--- src/rtl/mem_port_arbiter_if.sv ---
// Bundle of every signal between the arbiter, the two pipeline requesters
// (fetch and memory stage) and the shared single-ported memory.
// The arbiter uses the slave view; the requesters and memory model use master.
interface mem_port_arbiter_if #(
    parameter int WIDTH = 32
);
    logic             if_req;
    logic [WIDTH-1:0] if_addr;
    logic             if_gnt;
    logic             if_valid;
    logic [WIDTH-1:0] if_rdata;

    logic             d_req;
    logic             d_we;
    logic [2:0]       d_size;
    logic [WIDTH-1:0] d_addr;
    logic [WIDTH-1:0] d_wdata;
    logic             d_gnt;
    logic             d_valid;
    logic [WIDTH-1:0] d_rdata;

    logic             bus_err;

    logic             mem_req;
    logic             mem_we;
    logic [2:0]       mem_size;
    logic [WIDTH-1:0] mem_addr;
    logic [WIDTH-1:0] mem_wdata;
    logic             mem_ack;
    logic [WIDTH-1:0] mem_rdata;

    modport slave (
        input  if_req, if_addr,
        input  d_req, d_we, d_size, d_addr, d_wdata,
        input  mem_ack, mem_rdata,
        output if_gnt, if_valid, if_rdata,
        output d_gnt, d_valid, d_rdata,
        output bus_err,
        output mem_req, mem_we, mem_size, mem_addr, mem_wdata
    );

    modport master (
        output if_req, if_addr,
        output d_req, d_we, d_size, d_addr, d_wdata,
        output mem_ack, mem_rdata,
        input  if_gnt, if_valid, if_rdata,
        input  d_gnt, d_valid, d_rdata,
        input  bus_err,
        input  mem_req, mem_we, mem_size, mem_addr, mem_wdata
    );
endinterface

--- src/rtl/mem_port_arbiter.sv ---
// Arbiter sharing one single-ported unified memory between the fetch stage
// and the memory stage. One transaction is outstanding at a time. Data wins
// ties, a saturating starvation counter eventually forces a fetch grant, and
// a per-transaction timeout completes a hung access with bus_err.
// All outputs are flops; nothing on the bus is combinational from an input.
module mem_port_arbiter #(
    parameter int WIDTH      = 32,
    parameter int STARVE_MAX = 4,
    parameter int TIMEOUT    = 255
) (
    input  logic              clk,
    input  logic              rst,
    mem_port_arbiter_if.slave bus
);
    localparam int SW = $clog2(STARVE_MAX + 1);
    localparam int WW = (TIMEOUT > 1) ? $clog2(TIMEOUT) : 1;
    localparam logic [SW-1:0]    STARVE_LIM = SW'(STARVE_MAX);
    localparam logic [WW-1:0]    WAIT_LAST  = WW'((TIMEOUT == 0) ? 0 : TIMEOUT - 1);
    localparam bit               TO_EN      = (TIMEOUT != 0);
    localparam logic [WIDTH-1:0] ZERO       = '0;

    typedef enum logic [1:0] {IDLE, ISSUE, WAIT, RESP} state_t;

    state_t        state;
    logic          owner_fetch;
    logic [SW-1:0] starve_cnt;
    logic [WW-1:0] wait_cnt;
    logic          pick_fetch;

    // Fetch wins when it is alone, or when it has lost STARVE_MAX ties in a row.
    assign pick_fetch = bus.if_req && (!bus.d_req || (starve_cnt == STARVE_LIM));

    // Transaction FSM; the mem_* registers double as the latched request.
    always_ff @(posedge clk) begin
        if (rst) begin
            state         <= IDLE;
            owner_fetch   <= 1'b0;
            starve_cnt    <= '0;
            wait_cnt      <= '0;
            bus.if_gnt    <= 1'b0;
            bus.if_valid  <= 1'b0;
            bus.if_rdata  <= '0;
            bus.d_gnt     <= 1'b0;
            bus.d_valid   <= 1'b0;
            bus.d_rdata   <= '0;
            bus.bus_err   <= 1'b0;
            bus.mem_req   <= 1'b0;
            bus.mem_we    <= 1'b0;
            bus.mem_size  <= 3'b000;
            bus.mem_addr  <= '0;
            bus.mem_wdata <= '0;
        end else begin
            bus.if_gnt   <= 1'b0;
            bus.d_gnt    <= 1'b0;
            bus.mem_req  <= 1'b0;
            bus.if_valid <= 1'b0;
            bus.d_valid  <= 1'b0;
            bus.if_rdata <= '0;
            bus.d_rdata  <= '0;
            bus.bus_err  <= 1'b0;
            case (state)
                IDLE: begin
                    if (bus.if_req || bus.d_req) begin
                        owner_fetch <= pick_fetch;
                        bus.mem_req <= 1'b1;
                        state       <= ISSUE;
                        if (pick_fetch) begin
                            bus.if_gnt    <= 1'b1;
                            bus.mem_we    <= 1'b0;
                            bus.mem_size  <= 3'b100;
                            bus.mem_addr  <= bus.if_addr;
                            bus.mem_wdata <= ZERO;
                            starve_cnt    <= '0;
                        end else begin
                            bus.d_gnt     <= 1'b1;
                            bus.mem_we    <= bus.d_we;
                            bus.mem_size  <= bus.d_size;
                            bus.mem_addr  <= bus.d_addr;
                            bus.mem_wdata <= bus.d_wdata;
                            if (bus.if_req && (starve_cnt != STARVE_LIM)) begin
                                starve_cnt <= starve_cnt + 1'b1;
                            end
                        end
                    end
                end
                ISSUE: begin
                    wait_cnt <= '0;
                    state    <= WAIT;
                end
                WAIT: begin
                    if (bus.mem_ack) begin
                        state <= RESP;
                        if (owner_fetch) begin
                            bus.if_valid <= 1'b1;
                            bus.if_rdata <= bus.mem_rdata;
                        end else begin
                            bus.d_valid <= 1'b1;
                            bus.d_rdata <= bus.mem_we ? ZERO : bus.mem_rdata;
                        end
                    end else if (TO_EN && (wait_cnt == WAIT_LAST)) begin
                        state        <= RESP;
                        bus.bus_err  <= 1'b1;
                        bus.if_valid <= owner_fetch;
                        bus.d_valid  <= !owner_fetch;
                    end else begin
                        wait_cnt <= wait_cnt + 1'b1;
                    end
                end
                RESP: begin
                    state <= IDLE;
                end
                default: begin
                    state <= IDLE;
                end
            endcase
        end
    end
endmodule

--- src/flat_wrapper.sv ---
// flat-port wrapper written by rule: the top's interface ports become plain ports
module mem_port_arbiter_flat 
#(
    parameter int WIDTH      = 32,
    parameter int STARVE_MAX = 4,
    parameter int TIMEOUT    = 255
)
  (clk, rst, bus_if_req, bus_if_addr, bus_d_req, bus_d_we, bus_d_size, bus_d_addr, bus_d_wdata, bus_mem_ack, bus_mem_rdata, bus_if_gnt, bus_if_valid, bus_if_rdata, bus_d_gnt, bus_d_valid, bus_d_rdata, bus_bus_err, bus_mem_req, bus_mem_we, bus_mem_size, bus_mem_addr, bus_mem_wdata);
  mem_port_arbiter_if #(.WIDTH(WIDTH)) bus_i ();
  input  logic clk;
  input  logic rst;
  input wire logic [$bits(bus_i.if_req)-1:0] bus_if_req;
  input wire logic [$bits(bus_i.if_addr)-1:0] bus_if_addr;
  input wire logic [$bits(bus_i.d_req)-1:0] bus_d_req;
  input wire logic [$bits(bus_i.d_we)-1:0] bus_d_we;
  input wire logic [$bits(bus_i.d_size)-1:0] bus_d_size;
  input wire logic [$bits(bus_i.d_addr)-1:0] bus_d_addr;
  input wire logic [$bits(bus_i.d_wdata)-1:0] bus_d_wdata;
  input wire logic [$bits(bus_i.mem_ack)-1:0] bus_mem_ack;
  input wire logic [$bits(bus_i.mem_rdata)-1:0] bus_mem_rdata;
  output wire logic [$bits(bus_i.if_gnt)-1:0] bus_if_gnt;
  output wire logic [$bits(bus_i.if_valid)-1:0] bus_if_valid;
  output wire logic [$bits(bus_i.if_rdata)-1:0] bus_if_rdata;
  output wire logic [$bits(bus_i.d_gnt)-1:0] bus_d_gnt;
  output wire logic [$bits(bus_i.d_valid)-1:0] bus_d_valid;
  output wire logic [$bits(bus_i.d_rdata)-1:0] bus_d_rdata;
  output wire logic [$bits(bus_i.bus_err)-1:0] bus_bus_err;
  output wire logic [$bits(bus_i.mem_req)-1:0] bus_mem_req;
  output wire logic [$bits(bus_i.mem_we)-1:0] bus_mem_we;
  output wire logic [$bits(bus_i.mem_size)-1:0] bus_mem_size;
  output wire logic [$bits(bus_i.mem_addr)-1:0] bus_mem_addr;
  output wire logic [$bits(bus_i.mem_wdata)-1:0] bus_mem_wdata;
  assign bus_i.if_req = bus_if_req;
  assign bus_i.if_addr = bus_if_addr;
  assign bus_i.d_req = bus_d_req;
  assign bus_i.d_we = bus_d_we;
  assign bus_i.d_size = bus_d_size;
  assign bus_i.d_addr = bus_d_addr;
  assign bus_i.d_wdata = bus_d_wdata;
  assign bus_i.mem_ack = bus_mem_ack;
  assign bus_i.mem_rdata = bus_mem_rdata;
  assign bus_if_gnt = bus_i.if_gnt;
  assign bus_if_valid = bus_i.if_valid;
  assign bus_if_rdata = bus_i.if_rdata;
  assign bus_d_gnt = bus_i.d_gnt;
  assign bus_d_valid = bus_i.d_valid;
  assign bus_d_rdata = bus_i.d_rdata;
  assign bus_bus_err = bus_i.bus_err;
  assign bus_mem_req = bus_i.mem_req;
  assign bus_mem_we = bus_i.mem_we;
  assign bus_mem_size = bus_i.mem_size;
  assign bus_mem_addr = bus_i.mem_addr;
  assign bus_mem_wdata = bus_i.mem_wdata;
  mem_port_arbiter #(.WIDTH(WIDTH), .STARVE_MAX(STARVE_MAX), .TIMEOUT(TIMEOUT)) u_core (.clk(clk), .rst(rst), .bus(bus_i));
endmodule
--- config.mk ---
export PLATFORM = sky130hd
export DESIGN_NAME = mem_port_arbiter_flat
export DESIGN_NICKNAME = d
export VERILOG_FILES = /design/src/rtl/mem_port_arbiter_if.sv /design/src/rtl/mem_port_arbiter.sv /design/src/flat_wrapper.sv
export SDC_FILE = /design/constraint.sdc
export NUM_CORES = 1
export LEC_CHECK = 0
export BUFFER_PORTS_ARGS = -buffer_cell sky130_fd_sc_hd__buf_2
export CELL_PAD_IN_SITES_DETAIL_PLACEMENT = 0
export CELL_PAD_IN_SITES_GLOBAL_PLACEMENT = 1
export CORE_ASPECT_RATIO = 0.75
export CORE_MARGIN = 1
export CORE_UTILIZATION = 33
export CTS_CLUSTER_DIAMETER = 150
export DETAILED_ROUTE_END_ITERATION = 12
export GPL_ROUTABILITY_DRIVEN = 0
export PLACE_DENSITY_LB_ADDON = 0.1
export SETUP_SLACK_MARGIN = 0.5
export SLEW_MARGIN = 5
export SYNTH_ARGS = -nofsm -noshare
export SYNTH_HDL_FRONTEND = slang
export SYNTH_SLANG_ARGS = --single-unit
--- constraint.sdc ---
create_clock -name clk -period 1.8 [get_ports clk]
set_input_delay 0 -clock clk [delete_from_list [all_inputs] [get_ports clk]]
set_output_delay 0 -clock clk [all_outputs]
set_load 0.03 [all_outputs]
* Yosys cells after proc, flatten, opt, wreduce, memory -nomap -nowiden
Index checks and enable logic that the tools add are counted.
W data, S select, Z words.
** Operators by class
- Muxes and demuxes :: 23
- Eq/ne operators :: 10
- Reductions and logical operators :: 19
- Bitwise gates (word level) :: 5
- $add $sub $neg :: 2
** Operators by type and width (count)
- $mux W32 :: 2
- $mux W8 :: 2
- $pmux W8 S2 :: 1
- $mux W1 :: 11
- $mux W3 :: 3
- $add A8 B1 Y8 const B :: 1
- $eq A8 B8 Y1 const B :: 1
- $pmux W2 S4 :: 1
- $mux W2 :: 3
- $reduce_and A3 Y1 :: 2
- $reduce_or A3 Y1 :: 2
- $not A1 Y1 :: 5
- $reduce_or A5 Y1 :: 1
- $eq A2 B2 Y1 const B :: 2
- $ne A2 B2 Y1 const B :: 2
- $reduce_and A2 Y1 :: 2
- $reduce_bool A2 Y1 :: 2
- $reduce_or A2 Y1 :: 2
- $reduce_or A4 Y1 :: 1
- $add A3 B1 Y3 const B :: 1
- $eq A3 B3 Y1 const B :: 1
- $ne A3 B2 Y1 const B :: 1
- $ne A3 B3 Y1 const B :: 1
- $eq A2 B1 Y1 const B :: 1
- 5 further kinds :: 8
** Word-level totals
- Register bits :: 152
- Output and inout port bits :: 138

* Logic depth before layout (Yosys ltp)
- Depth in word-level cells :: 5
- Depth in mapped cells :: 8
- Gate-level depth less buffers :: 6

* Worst setup path after synthesis
OpenSTA, ideal clock, no wires.
- Path type :: register -> register
- From :: register u_core.starve_cnt[0]
- To :: register u_core.owner_fetch
- Stages on the path, launching flop included :: 9
- Data arrival time :: 1.435 ns
- Setup time :: 0.128 ns
- Setup slack :: 0.237 ns
- Clock period less this slack :: 1.563 ns
- Required time :: 1.672 ns
- Cells stage by stage :: dfxtp_1 inv_1 ha_1 a21bo_4 and2_1 buf_4 buf_4 a22oi_1 nor2_1
** On the way
- Word-level cells in the longest chain between the ends :: 3
** RTL lines
- start, declared :: RTL line mem_port_arbiter.sv:26 : logic [SW-1:0] starve_cnt;
- start signal, assigned :: RTL line mem_port_arbiter.sv:81 : starve_cnt <= starve_cnt + 1'b1;
- $eq A3 B3 Y1 :: RTL line mem_port_arbiter.sv:31 : assign pick_fetch = bus.if_req && (!bus.d_req || (starve_cnt == STARVE_LIM));
- $logic_or A1 B1 Y1 :: RTL line mem_port_arbiter.sv:31
- $logic_and A1 B1 Y1 :: RTL line mem_port_arbiter.sv:31
- end signal, assigned :: RTL line mem_port_arbiter.sv:64 : owner_fetch <= pick_fetch;
- end, declared :: RTL line mem_port_arbiter.sv:25 : logic owner_fetch;
Every way passes these cells.
A chain may end at the register's enable or synchronous reset.

* Worst setup path in the final report
- From :: register u_core.starve_cnt[0]
- To :: register u_core.bus.mem_addr[31]
** On the way
- Word-level cells in the longest chain between the ends :: 4
** RTL lines
- $eq A3 B3 Y1 :: RTL line mem_port_arbiter.sv:31
- $logic_or A1 B1 Y1 :: RTL line mem_port_arbiter.sv:31
- $logic_and A1 B1 Y1 :: RTL line mem_port_arbiter.sv:31
- $mux W32 :: RTL line mem_port_arbiter.sv:67 : if (pick_fetch) begin
- end signal, assigned :: RTL line mem_port_arbiter.sv:71 : bus.mem_addr <= bus.if_addr;
- end signal, assigned :: RTL line mem_port_arbiter.sv:78 : bus.mem_addr <= bus.d_addr;
- end, declared :: RTL line mem_port_arbiter_if.sv:39 : output mem_req, mem_we, mem_size, mem_addr, mem_wdata
Every way passes these cells.

==> results.py <==
metrics = {
    "yosys": {
        "netlist_area_mm2": 0.005647,
        "syn_avg_cell_area_um2": 9.538,
        "synth_cells": 592,
        "syn-num-nets": 737,
        "ys_types": 50,
        "seq_area_frac_synth_pct": 53.89,
        "synth-seq-cells": 152,
        "yosys_warnings": 0,
        "ys.flop_type": "dfxtp_1",
        "synthTopCellsByArea": "dfxtp_1, and2_1, a311oi_2, nand2_1, a21oi_1",
        "async_flop_share_pct": 0,
        "synth_top_cell_by_area": "dfxtp_1",
        "synth_top_cell_area_share_pct": 53.89,
        "synth_edf_count": 0,
    },
    "sta": {
        "drv_slew": 0,
        "setup_viol": 0,
        "slew-limit-headroom_pct": 58.81,
        "worstMarginPinSlew_ps": 617.8,
        "period_needed_ps": 1523,
        "finalSetupTns_ps": 0,
        "post-route-period-util_pct": 84.60,
        "fin_skew_ps": 10.40,
        "rsz0062_at_grt": "true",
        "max_freq_ghz": 0.6567,
        "final-hold-violation-count": 0,
        "setup_ws_ps": 277.1,
    },
    "detailed_routing": {
        "via_count": 5869,
        "antenna_left": 0,
        "drt_wl_total_um": 19480,
        "avgViaCountPerCell": 4.643,
        "wl_per_cell_um": 15.41,
        "first_iter_violations": 268,
        "drc_errors": 0,
        "drtPass1Iterations": 5,
    },
    "global_routing": {
        "grt_pass1_wl_um": 29030,
        "antenna_found_initial": 0,
        "grt_max_degree": 46,
        "grt_overflow": 0,
        "grt_pass1_vias": 5668,
        "grt.total_usage_pct": 21.28,
    },
    "clock_tree": {
        "cts_sinks": 152,
        "path_clk_slew_ps": 70,
        "htree_levels": 4,
        "cts_tree": "done",
        "cts_buffer_depth": 2,
        "clk_latency_ps": 420,
        "clockRootBuffer": "clkbuf_16",
        "cts_made_buffers": 17,
    },
    "final_layout": {
        "drive_gt1_share_pct": 48.90,
        "area_growth_syn_to_layout_pct": 82.56,
        "final_common_cell": "buf_2",
        "final_cell_mix": "buf_2, dfxtp_1, dlygate4sd3_1",
        "diodes": 0,
        "nets": 1181,
    },
    "power": {
        "p_per_area_mw_per_mm2": 1192,
        "ir_worst_vdd_mv": 0.7112,
        "p_leak_nw": 4.684,
    },
    "floorplanning": {
        "die_x_um": 153.0,
        "die_y_um": 115.3,
        "die_area_mm2": 0.01764,
        "start_util_pct": 33.66,
        "rows": 41,
        "core_area_mm2": 0.01677,
        "io_pins": 275,
    },
    "worst_setup_path": {
        "r2r_end": "u_core.bus.mem_addr[31]$_SDFFE_PP0N_",
        "crit_path_end_kind": "register",
        "arrival_ps": 1850,
        "r2r-start": "u_core.starve_cnt[0]$_SDFFE_PP0P_",
        "ff2ff_setup_slack_ps": 280,
        "worstSetupPathType": "register to register",
        "crit_required_ps": 2130,
        "cp-startpoint": "u_core.starve_cnt[0]$_SDFFE_PP0P_",
        "cp_max_fo": 8,
        "crit_path_start_kind": "register",
        "worstRegToRegCells": 7,
    },
    "worst_hold_path": {
        "hold_end": "u_core.bus.mem_req$_SDFF_PP0_",
        "worstHoldStart": "bus_d_req",
        "hp-class": "input pin to register",
        "hold-path-cell-count": 4,
    },
    "placement": {
        "port-buffer-count": 274,
        "hpwl_um": 11030,
        "dp_slack_ps": 165.2,
    },
    "status": {
        "status": "finished, final reports clean",
    },
    "flow_run": {
        "maxCapViolCount": 0,
    },
}
cell families after synthesis:
group           synth area share (%)
compound gates                 14.91
mux                           0.1773
simple gates                   24.64
fa+ha+maj                      1.773
buf+inv                        4.609
flops                          53.89
power by group:
part           leakage (nW)  switching [W]  internal, W  total [W]
Clock                 0.256        0.00154      0.00183    0.00337
Sequential             1.25       0.000256      0.00385    0.00411
Combinational          3.18        0.00280      0.00200    0.00480
Total                  4.68        0.00459      0.00769     0.0123
synth_stat cells (2+ instances only):
master and n:
a31oi_1 4, nor3_1 7, nand2b_1 4, a311oi_2 27, nand4_1 2, ha_1 8
and3_1 2, dfxtp_1 152, nor2_1 42, nand3_1 39, and2_1 66, clkbuf_2 3
clkbuf_1 15, a21oi_1 40, o21ai_0 4, inv_1 7, buf_4 13, a22oi_1 2
or4_1 2, buf_2 10, nand2_1 107, a311oi_1 5, nand3b_1 2, nor2b_1 3
metrics by stage:
stage	hold WS [ps]	util [%]	power [W]	area, µm²	cells
floorplan	121.7	-	0.006879	5846	592
global placement	211.5	43.99	0.007893	7380	1052
detailed placement	214.2	43.99	0.007973	7380	1052
CTS	66.38	58.70	0.01206	9847	1251
global route	74.08	61.45	0.01291	10310	1264
finish	66.27	61.45	0.01229	10310	1264
repair_timing:
| action | 4_1_cts | 5_1_grt |
|---|---|---|
| cloned | 10 | 4 |
| resized for setup | 44 | 82 |
| endpoints found under the setup margin | 145 | 150 |
| endpoints found under the hold margin | 134 | 0 |
| setup buffers | 24 | 9 |
| hold buffers | 133 | 0 |
| pin swaps | 23 | 41 |
how the worst max path moves through the flow:
stage	to	slack, ps
detailed placement	u_core.bus.mem_addr[8]$_SDFFE_PP0N_	170
floorplan	u_core.bus.mem_addr[24]$_SDFFE_PP0N_	360
global route	u_core.bus.mem_addr[31]$_SDFFE_PP0N_	210
global placement	u_core.bus.mem_addr[4]$_SDFFE_PP0N_	220
finish	u_core.bus.mem_addr[31]$_SDFFE_PP0N_	280
CTS	u_core.bus.mem_addr[7]$_SDFFE_PP0N_	300
state kept, by name (all words and copies together) (netlist names), 2 cells and up:
name,cells
u_core.wait_cnt,8
u_core.bus.d_rdata,32
u_core.state,2
u_core.bus.mem_size,3
u_core.bus.if_rdata,32
u_core.starve_cnt,3
u_core.bus.mem_addr,32
u_core.bus.mem_wdata,32
cell type report:
type | instances | area, µm²
clock buffers | 18 | 439.2
multi-input cells | 395 | 2885
fillers | 1399 | 6466
repair buffers | 463 | 3503
clock inverters | 14 | 116.4
flip-flops and latches | 152 | 3067
well taps | 215 | 269.0
inverters | 7 | 28.78
layer usage:
| metal | GRT usage (%) | share of wire, % | up-vias |
|---|---|---|---|
| li1 | - | - | 2915 |
| met1 | 26.46 | 45 | 2775 |
| met2 | 35.89 | 48 | 158 |
| met3 | 5.767 | 5.3 | 21 |
| met4 | 7.138 | 1.4 | 0 |
| met5 | 0 | 0 | - |
critical path, stage by stage (launching register included):
cell	delay, ps
dfxtp_2	340
inv_2	50
ha_4	150
a21bo_4	250
nand2_8	160
buf_12	140
nand2_1	70
a311oi_2	280
(Power assumes the default switching activity.)
